$ cat src/rtl/cpu_decode_pkg.sv
// cpu_decode_pkg: internal op codes, decode FSM states and the long-immediate opcode set.
package cpu_decode_pkg;
  typedef enum logic [1:0] {S_DECODE, S_IMM0, S_IMM1} state_t;
  localparam logic [5:0] OP_BAD   = 6'h00;
  localparam logic [5:0] OP_LDI_L = 6'h01;
  localparam logic [5:0] OP_NOP   = 6'h0F;
  localparam logic [5:0] OP_XOR   = 6'h2E;
  // Form2 and branch ops live in code points left free by the form1 map
  localparam logic [5:0] OP_INC   = 6'h16;
  localparam logic [5:0] OP_DEC   = 6'h17;
  localparam logic [5:0] OP_GSR   = 6'h18;
  localparam logic [5:0] OP_SSR   = 6'h35;
  localparam logic [5:0] OP_BEQ   = 6'h36;
  localparam logic [3:0] BR_COND_MAX = 4'd9;
  function automatic logic is_long_imm(input logic [5:0] op);
    return op inside {6'h01, 6'h03, 6'h08, 6'h09, 6'h0C, 6'h0D, 6'h1A, 6'h1B,
                      6'h1D, 6'h1F, 6'h20, 6'h22, 6'h24, 6'h30};
  endfunction
endpackage

$ cat src/rtl/cpu_decode_table.sv
// cpu_decode_table: maps the instruction's upper byte to an internal op plus long-imm / undefined flags.
module cpu_decode_table
  import cpu_decode_pkg::*;
(
  input  logic [7:0] i_hi,
  output logic [5:0] o_op,
  output logic       o_long_imm,
  output logic       o_bad
);
  logic [6:0] w_raw;
  logic [3:0] w_cond;
  logic       w_f1_bad;
  assign w_raw    = i_hi[6:0];
  assign w_cond   = i_hi[5:2];
  // Form1 codes 0x16-0x18 and 0x35 upward are repurposed, so they decode as undefined
  assign w_f1_bad = w_raw[6] | (w_raw[5:0] == 6'h00) | (w_raw[5:0] inside {[6'h16:6'h18]}) |
                    (w_raw[5:0] > 6'h34);
  assign o_op = !i_hi[7] ? (w_f1_bad ? OP_BAD : w_raw[5:0]) :
                !i_hi[6] ? ((i_hi[5:4] == 2'd3) ? OP_SSR : OP_INC + {4'd0, i_hi[5:4]}) :
                (w_cond > BR_COND_MAX) ? OP_BAD : OP_BEQ + {2'd0, w_cond};
  assign o_long_imm = !i_hi[7] & !w_f1_bad & is_long_imm(w_raw[5:0]);
  assign o_bad = (o_op == OP_BAD);
endmodule

$ cat src/rtl/cpu_decode.sv
// cpu_decode: moxie decode stage; gathers long immediates and registers the bundle for execute.
module cpu_decode
  import cpu_decode_pkg::*;
#(
  parameter bit BIG_ENDIAN_IMM = 1'b1
) (
  input  logic        clk_i,
  input  logic        rst_i,
  input  logic        fetch_valid_i,
  input  logic [15:0] fetch_word_i,
  output logic        fetch_ready_o,
  input  logic        hold_i,
  input  logic        flush_i,
  output logic [5:0]  op_o,
  output logic [3:0]  regA_index_o,
  output logic [3:0]  regB_index_o,
  output logic [3:0]  register_write_index_o,
  output logic [31:0] operand_o,
  output logic        stall_o
);
  state_t      r_state, w_state_nx;
  logic [5:0]  r_op, r_p_op, w_op, w_op_nx;
  logic [3:0]  r_a, r_b, r_p_a, r_p_b, w_a, w_b, w_a_nx, w_b_nx;
  logic [31:0] r_operand, w_imm, w_operand_nx;
  logic [15:0] r_half;
  logic        r_stall, w_long, w_bad, w_accept, w_issue, w_form1, w_form2;
  cpu_decode_table u_table (
    .i_hi       (fetch_word_i[15:8]),
    .o_op       (w_op),
    .o_long_imm (w_long),
    .o_bad      (w_bad)
  );
  assign w_form1  = !fetch_word_i[15];
  assign w_form2  = fetch_word_i[15:14] == 2'b10;
  assign w_a      = w_form1 ? fetch_word_i[7:4] : w_form2 ? fetch_word_i[11:8] : 4'd0;
  assign w_b      = w_form1 ? fetch_word_i[3:0] : 4'd0;
  assign w_imm    = w_form1 ? 32'd0 : w_form2 ? {24'd0, fetch_word_i[7:0]} :
                    {{21{fetch_word_i[9]}}, fetch_word_i[9:0], 1'b0};
  assign w_accept = fetch_valid_i & !hold_i & !flush_i;
  assign fetch_ready_o = !hold_i;
  always_comb begin
    w_state_nx   = r_state;
    w_issue      = 1'b0;
    w_op_nx      = w_op;
    w_a_nx       = w_a;
    w_b_nx       = w_b;
    w_operand_nx = w_imm;
    if (flush_i) w_state_nx = S_DECODE;
    else if (w_accept && r_state == S_DECODE) begin
      w_state_nx = (w_long & !w_bad) ? S_IMM0 : S_DECODE;
      w_issue    = !(w_long & !w_bad);
    end else if (w_accept && r_state == S_IMM0) w_state_nx = S_IMM1;
    else if (w_accept) begin
      w_state_nx   = S_DECODE;
      w_issue      = 1'b1;
      w_op_nx      = r_p_op;
      w_a_nx       = r_p_a;
      w_b_nx       = r_p_b;
      w_operand_nx = BIG_ENDIAN_IMM ? {r_half, fetch_word_i} : {fetch_word_i, r_half};
    end
  end
  always_ff @(posedge clk_i or negedge rst_i) begin
    if (!rst_i) r_state <= S_DECODE;
    else if (!hold_i) r_state <= w_state_nx;
  end
  always_ff @(posedge clk_i or negedge rst_i) begin
    if (!rst_i) begin
      r_stall   <= 1'b1;
      r_op      <= OP_NOP;
      r_a       <= 4'd0;
      r_b       <= 4'd0;
      r_operand <= 32'd0;
      r_p_op    <= OP_NOP;
      r_p_a     <= 4'd0;
      r_p_b     <= 4'd0;
      r_half    <= 16'd0;
    end else if (!hold_i) begin
      r_stall <= !w_issue;
      r_op    <= w_issue ? w_op_nx : OP_NOP;
      if (w_issue) begin
        r_a       <= w_a_nx;
        r_b       <= w_b_nx;
        r_operand <= w_operand_nx;
      end
      if (w_accept && r_state == S_DECODE) begin
        r_p_op <= w_op;
        r_p_a  <= w_a;
        r_p_b  <= w_b;
      end
      r_half <= flush_i ? 16'd0 : (w_accept && r_state == S_IMM0) ? fetch_word_i : r_half;
    end
  end
  assign op_o                   = r_op;
  assign regA_index_o           = r_a;
  assign regB_index_o           = r_b;
  assign register_write_index_o = r_a;
  assign operand_o              = r_operand;
  assign stall_o                = r_stall;
endmodule

$ cat config.mk
export PLATFORM = sky130hd
export DESIGN_NAME = cpu_decode
export DESIGN_NICKNAME = d
export VERILOG_FILES = /design/src/rtl/cpu_decode_pkg.sv /design/src/rtl/cpu_decode_table.sv /design/src/rtl/cpu_decode.sv
export SDC_FILE = /design/constraint.sdc
export NUM_CORES = 1
export LEC_CHECK = 0
export CAP_MARGIN = 5
export CORE_ASPECT_RATIO = 0.9
export CORE_MARGIN = 1
export CORE_UTILIZATION = 53
export CTS_CLUSTER_DIAMETER = 40
export DETAILED_ROUTE_END_ITERATION = 8
export PLACE_DENSITY = 0.87
export SYNTH_ARGS = -nofsm -noshare
export SYNTH_HDL_FRONTEND = slang
export SYNTH_SLANG_ARGS = --single-unit
export TNS_END_PERCENT = 10
$ cat constraint.sdc
create_clock -name clk_i -period 2.2 [get_ports clk_i]
set_clock_uncertainty 0.2 [all_clocks]
set_input_delay 0.22 -clock clk_i [delete_from_list [all_inputs] [get_ports clk_i]]
set_output_delay 0.22 -clock clk_i [all_outputs]
set_load 0.1 [all_outputs]
==> metrics, run 1 <==
result of the run=complete, no violations; cell area after synthesis=4110 um^2; commonest register cell after synthesis=dfrtp_1; fin crit share=0.966; Tot GR Track Use=0.269; min Tclk post-route=2.12 ns; post-synthesis simple-gate area fraction=0.126; Final ANT Viol Nets=0; dominant combinational cell family by area after synthesis=compound AO/OA/AOI/OAI gates; count of vias placed by the detailed router=3,584; share of synthesized area spent on multiplexers=0.146; Util after Layout=0.724; type of the most critical hold path=input port to register; Initial Util=0.545; power per cell area=872 nW/um^2; startpoint type of the worst setup path=input port; commonest non-fill, non-tap cells in the layout=buf_4, nand2_1, dfrtp_1, a21oi_1, o21ai_0; post-route cell area=5460 um^2; Avg Vias per Cell=5.56; synth unique cells=42; vias in the first global route=3,508; RD Place Congestion=0.912; number of instances in the synthesized netlist=437; pin count of the biggest net entering global routing=45; Synth Register Bits=79; Reg clk slew, reported paths=0.08 ns; Arr. time, crit path=2.17 ns; first-pass GRT wire length=16.8 mm; Post-Synth XOR/XNOR Area=0; insertion delay of the later-clocked pin in the worst-skew pair=0.35 ns; WP data required=2.24 ns; RSZ-0062 raised after global routing=false; nets in the synthesized netlist=461; iteration count of the initial detailed-routing pass=5; cell types occupying the most area after synthesis=dfrtp_1, nand2_1, mux2i_1; number of remaining DRC errors=0; final slew viol count=0; adder-cell area share of the yosys netlist=0.00912; maximum vdd ir drop=0.468 mV; WL per Instance=16.0 um; headroom to the max-slew limit=0.642; Tightest Pin Transition=0.536 ns; # fillers=540; nets@finish=568; core box area=7540 um^2; HPWL after detailed placement=7.21 mm; width of the chip=94.9 um; leakage power total=2.56 nW; Max clock buf depth=2; number of CTS-inserted buffers=9; die outline area=8120 um^2; area share of the leading cell type in the synthesized netlist=0.426; fraction of registers with async set or reset after synthesis=1.00; placement row count=30; warnings from Yosys=0; total of buffers placed on input and output ports=72; critical path start-end classification=input port to register; compound-gate portion of the synthesized area=0.158; most common library cell in the layout ignoring fill and taps=buf_4; portion of the post-synthesis area used by sequential elements=0.483; Remaining Overflow, GRT=0; Post-synth EDFFs=0; largest fanout on the critical path=6; share of post-route cells with drive strength above 1=0.299; count of clock tree sinks=79; Setup crit end kind=register; Max Cap Violations=0; H-tree level count=3; initial DRC count=294; total of endpoints with negative setup slack in the final report=0; Die Ht=85.6 um; relative area change from synthesis to final layout=32.7%; CTS tree=done; minimum hold slack=0.143 ns; diode count=0; hold violation count in the final report=0; buffer cell driving the clock tree root=clkbuf_8; placed cell area=5080 um^2; number of antenna violations at the first check in global routing=0; total routed wirelength=10.3 mm; maximum operating frequency=0.471 GHz; library cell with the largest summed area after synthesis=dfrtp_1; Ports=73; post-synthesis area per instance=9.41 um^2
-- cell families (layout without fill, tap and decap cells) --
group | count (synthesis) | in the layout
and+or+nand+nor | 121 | 121
AOI/OAI and AO/OA | 115 | 115
DFF | 79 | 79
buffers and inverters | 67 | 179
muxes | 52 | 52
adders and majority gates | 3 | 3
-- cell type report --
| type | count | area, um^2 | share of cell area |
|---|---|---|---|
| sequential | 79 | 1990 | 0.364 |
| tap | 96 | 120 | 0.0220 |
| multi-input combinational | 291 | 1850 | 0.338 |
| inverter | 29 | 109 | 0.0199 |
| clock buffer | 10 | 128 | 0.0234 |
| clock inverter | 6 | 109 | 0.0199 |
| timing repair buffer | 134 | 1160 | 0.212 |
-- synthesized netlist by cell type, types with 5 or more instances --
| master | instances |
|---|---|
| mux2_1 | 5 |
| nor2b_1 | 6 |
| buf_4 | 7 |
| nor2_1 | 20 |
| mux2_4 | 14 |
| a21oi_1 | 38 |
| nand2_1 | 79 |
| o21ai_0 | 33 |
| inv_1 | 29 |
| buf_2 | 7 |
| mux2i_1 | 29 |
| dfstp_2 | 9 |
| o21ai_1 | 15 |
| dfrtp_1 | 70 |
| clkbuf_1 | 19 |
| a31oi_1 | 7 |
-- registers in the layout, summed over array words and instances, names as in the netlist --
| register | flops |
|---|---|
| r_p_b | 4 |
| r_p_op | 6 |
| regA_index_o | 4 |
| r_half | 16 |
| r_p_a | 4 |
| r_state | 2 |
| stall_o | 1 |
| regB_index_o | 4 |
| op_o | 6 |
| operand_o | 32 |
-- per-layer routing --
| metal | vias up | wire [um] | GRT usage | share of wire |
|---|---|---|---|---|
| li1 | 1692 | - | - | - |
| met1 | 1743 | 4520 | 0.362 | 0.44 |
| met2 | 131 | 5060 | 0.441 | 0.49 |
| met3 | 18 | 583 | 0.0488 | 0.057 |
| met4 | 0 | 157 | 0.0826 | 0.015 |
| met5 | - | 0 | 0 | 0 |
-- repair_timing --
| action | in CTS | in global routing |
|---|---|---|
| gates cloned | 0 | 2 |
| setup buffers | 3 | 3 |
| resized for setup | 5 | 10 |
| hold buffers | 1 | 0 |
| setup endpoints to repair | 42 | 52 |
| pin swaps | 3 | 5 |
| hold endpoints to repair | 35 | 0 |
-- final timing paths --
| path | start | end | slack, ns | cells after the start |
|---|---|---|---|---|
| hold / removal | fetch_word_i[9] | r_half[9]$_DFFE_PN0P_ | 0.14 | 4 |
| setup / recovery | fetch_word_i[10] | op_o[4]$_DFFE_PN0N_ | 0.08 | 9 |
| max in group asynchronous | rst_i | r_p_op[0]$_DFFE_PN1P_ | 0.99 | 3 |
| min in group asynchronous | rst_i | regB_index_o[3]$_DFFE_PN0P_ | 0.15 | 2 |
| setup reg to reg | r_state[1]$_DFFE_PN0P_ | op_o[4]$_DFFE_PN0N_ | 0.38 | 5 |
| hold reg to reg | r_p_op[4]$_DFFE_PN0P_ | r_p_op[4]$_DFFE_PN0P_ | 0.29 | 1 |
-- stage by stage --
step / instances / TNS [ns] / power (mW) / setup WS (ns)
6_report: 645 / 0 / 4.76 / 0.0752
2_1_floorplan: 437 / 0 / 3.05 / 0.115
3_3_place_gp: 620 / -19.89 / 3.45 / -0.465
4_1_cts: 640 / 0 / 4.77 / 0.00657
3_5_place_dp: 620 / -22.24 / 3.48 / -0.500
5_1_grt: 645 / 0 / 4.93 / 0.00451
-- power breakdown --
group	switching [mW]	internal [mW]	leakage, nW
Combinational	1.30	0.438	1.41
Sequential	0.101	1.63	1.03
Clock	0.537	0.752	0.120
Total	1.94	2.82	2.56
-- worst max-delay path, stage by stage --
cell           delay [ns]
dlygate4sd2_1        0.41
mux2i_1              0.13
mux2i_1              0.15
a21oi_1              0.09
o21a_1               0.23
o311a_4              0.46
buf_12               0.16
buf_4                0.15
a22o_1               0.17
Power figures use the tool's default switching activity.
==> run 2, diff against run 1 <==
--- a/config.mk
+++ b/config.mk
@@ -11,7 +11,7 @@
 export CORE_UTILIZATION = 53
 export CTS_CLUSTER_DIAMETER = 40
 export DETAILED_ROUTE_END_ITERATION = 8
-export PLACE_DENSITY = 0.87
+export PLACE_DENSITY = 0.8
 export SYNTH_ARGS = -nofsm -noshare
 export SYNTH_HDL_FRONTEND = slang
 export SYNTH_SLANG_ARGS = --single-unit
==> metrics, run 2 (same netlist as run 1, synthesis figures left out) <==
share of post-route cells with drive strength above 1=0.310 (+0.0112); count of clock tree sinks=79 (unchanged); total of endpoints with negative setup slack in the final report=0 (unchanged); Initial Util=0.545 (unchanged); fin crit share=0.985 (+0.0194); total of buffers placed on input and output ports=72 (unchanged); diode count=0 (unchanged); first-pass GRT wire length=16.4 mm (-2.4%); final slew viol count=0 (unchanged); Die Ht=85.6 um (unchanged); headroom to the max-slew limit=0.563 (-0.0787); Ports=73 (unchanged); Met3 Routed Length=647 um (+11%); met2 WL post-DR=5.11 mm (+1.1%); buffer cell driving the clock tree root=clkbuf_8; nets@finish=574 (+1.1%); Avg Vias per Cell=5.45 (-1.9%); Tot GR Track Use=0.267 (-0.00163); sequential cell area=1990 um^2 (unchanged); WL per Instance=16.1 um (+0.78%); WP data required=2.24 ns (about the same); Arr. time, crit path=2.21 ns (+0.04 ns); number of cells on the worst reg-to-reg path=5 (unchanged); initial DRC count=191 (-35%); critical path start-end classification=input port to register; Max clock buf depth=2 (unchanged); H-tree level count=3 (unchanged); count of vias placed by the detailed router=3,549 (-0.98%); pin count of the biggest net entering global routing=51 (+13%); number of CTS-inserted buffers=9 (unchanged); type of the most critical hold path=input port to asynchronous set/reset pin; CTS tree=done; Setup crit end kind=register; iteration count of the initial detailed-routing pass=5 (unchanged); commonest non-fill, non-tap cells in the layout=buf_4, nand2_1, dfrtp_1, a21oi_1, o21ai_0; total routed wirelength=10.5 mm (+1.7%); Reg clk slew, reported paths=0.08 ns (about the same); vias in the first global route=3,373 (-3.8%); Tightest Pin Transition=0.655 ns (+0.119 ns); HPWL after detailed placement=7.33 mm (+1.6%); power per cell area=831 nW/um^2 (-4.7%); die outline area=8120 um^2 (unchanged); M1 wire length=4.59 mm (+1.5%); maximum operating frequency=0.461 GHz (-2.0%); result of the run=complete, no violations; number of remaining DRC errors=0 (unchanged); Final ANT Viol Nets=0 (unchanged); leakage power total=2.58 nW (+1.0%); maximum vdd ir drop=0.517 mV (+11%); total negative slack for setup checks=0 ns (unchanged); core box area=7540 um^2 (unchanged); hold violation count in the final report=0 (unchanged); multi-input combinational cell area=1870 um^2 (+1.5%); insertion delay of the later-clocked pin in the worst-skew pair=0.37 ns (+0.02 ns); highest signal layer in the routed design=met4; startpoint type of the worst setup path=input port; number of antenna violations at the first check in global routing=0 (unchanged); RD Place Congestion=0.854 (-6.3%); relative area change from synthesis to final layout=34.9%; placement row count=30 (unchanged); min Tclk post-route=2.17 ns (+0.0426 ns); width of the chip=94.9 um (unchanged); largest fanout on the critical path=7 (+1); Remaining Overflow, GRT=0 (unchanged); # fillers=534 (-1.1%); max FFs per register=32 (unchanged); most common library cell in the layout ignoring fill and taps=buf_4; Max Cap Violations=0 (unchanged); overall power after layout=4.61 mW (-3.1%)
[run 2: power breakdown]
| part | leakage (nW) | switching (mW) | total [mW] | internal (mW) |
|---|---|---|---|---|
| registers | 1.03 | 0.0960 | 1.73 | 1.63 |
| logic | 1.45 | 1.31 | 1.77 | 0.455 |
| clock network | 0.0997 | 0.561 | 1.12 | 0.556 |
| total | 2.58 | 1.97 | 4.61 | 2.64 |
[run 2: repair_timing]
item,CTS,global route
gates cloned,0,2
buffers inserted,0,7
hold buffers,1,0
setup endpoints to repair,36,32
pin swaps,1,4
resized for setup,7,8
endpoints found under the hold margin,40,0
[run 2: critical path: stages]
cell and delay (ns):
clkdlybuf4s50_1 0.56, nor2_1 0.07, a31oi_1 0.29, a21oi_2 0.12, o311a_4 0.44, buf_12 0.17, buf_12 0.14, mux2i_4 0.18
[run 2: final timing paths]
kind,from,to,slack (ns)
min in group clk_i,fetch_word_i[12],r_half[12]$_DFFE_PN0P_,0.23
max reg2reg,r_state[1]$_DFFE_PN0P_,operand_o[13]$_DFFE_PN0P_,0.34
max in group asynchronous,rst_i,operand_o[31]$_DFFE_PN0P_,0.95
min,rst_i,regB_index_o[3]$_DFFE_PN0P_,0.23
max,fetch_word_i[13],operand_o[13]$_DFFE_PN0P_,0.03
min reg2reg,r_p_b[1]$_DFFE_PN0P_,r_p_b[1]$_DFFE_PN0P_,0.29
[run 2: per-stage QoR]
| stage | setup WS [ns] | utilization | std cells | area (um^2) | hold WS (ns) |
|---|---|---|---|---|---|
| 2_1_floorplan | 0.115 | - | 437 | 4110 | -0.276 |
| 3_3_place_gp | -0.398 | 0.685 | 625 | 5170 | 0.0717 |
| 3_5_place_dp | -0.475 | 0.685 | 625 | 5170 | 0.0902 |
| 4_1_cts | 0.0172 | 0.717 | 642 | 5410 | 0.243 |
| 5_1_grt | -0.00349 | 0.736 | 651 | 5550 | 0.271 |
| 6_report | 0.0326 | 0.736 | 651 | 5550 | 0.227 |
[run 2: routing by layer]
layer	track usage	up-vias
li1	-	1703
met2	0.426	117
met5	0	-
met1	0.364	1714
met3	0.0665	15
met4	0.0702	0
[run 2: cell type report]
| type | instances | share of cell area |
|---|---|---|
| multi-input cells | 291 | 0.338 |
| repair buffers | 140 | 0.227 |
| clock buffers | 11 | 0.0255 |
| well taps | 96 | 0.0216 |
| flip-flops and latches | 79 | 0.358 |
| clock inverters | 5 | 0.0101 |
| inverters | 29 | 0.0196 |
==> run 3, diff against run 2 <==
--- a/config.mk
+++ b/config.mk
@@ -15,4 +15,4 @@
 export SYNTH_ARGS = -nofsm -noshare
 export SYNTH_HDL_FRONTEND = slang
 export SYNTH_SLANG_ARGS = --single-unit
-export TNS_END_PERCENT = 10
+export TNS_END_PERCENT = 1
==> results of run 3 <==
Final layout, timing and power as in run 2 (identical DEF).
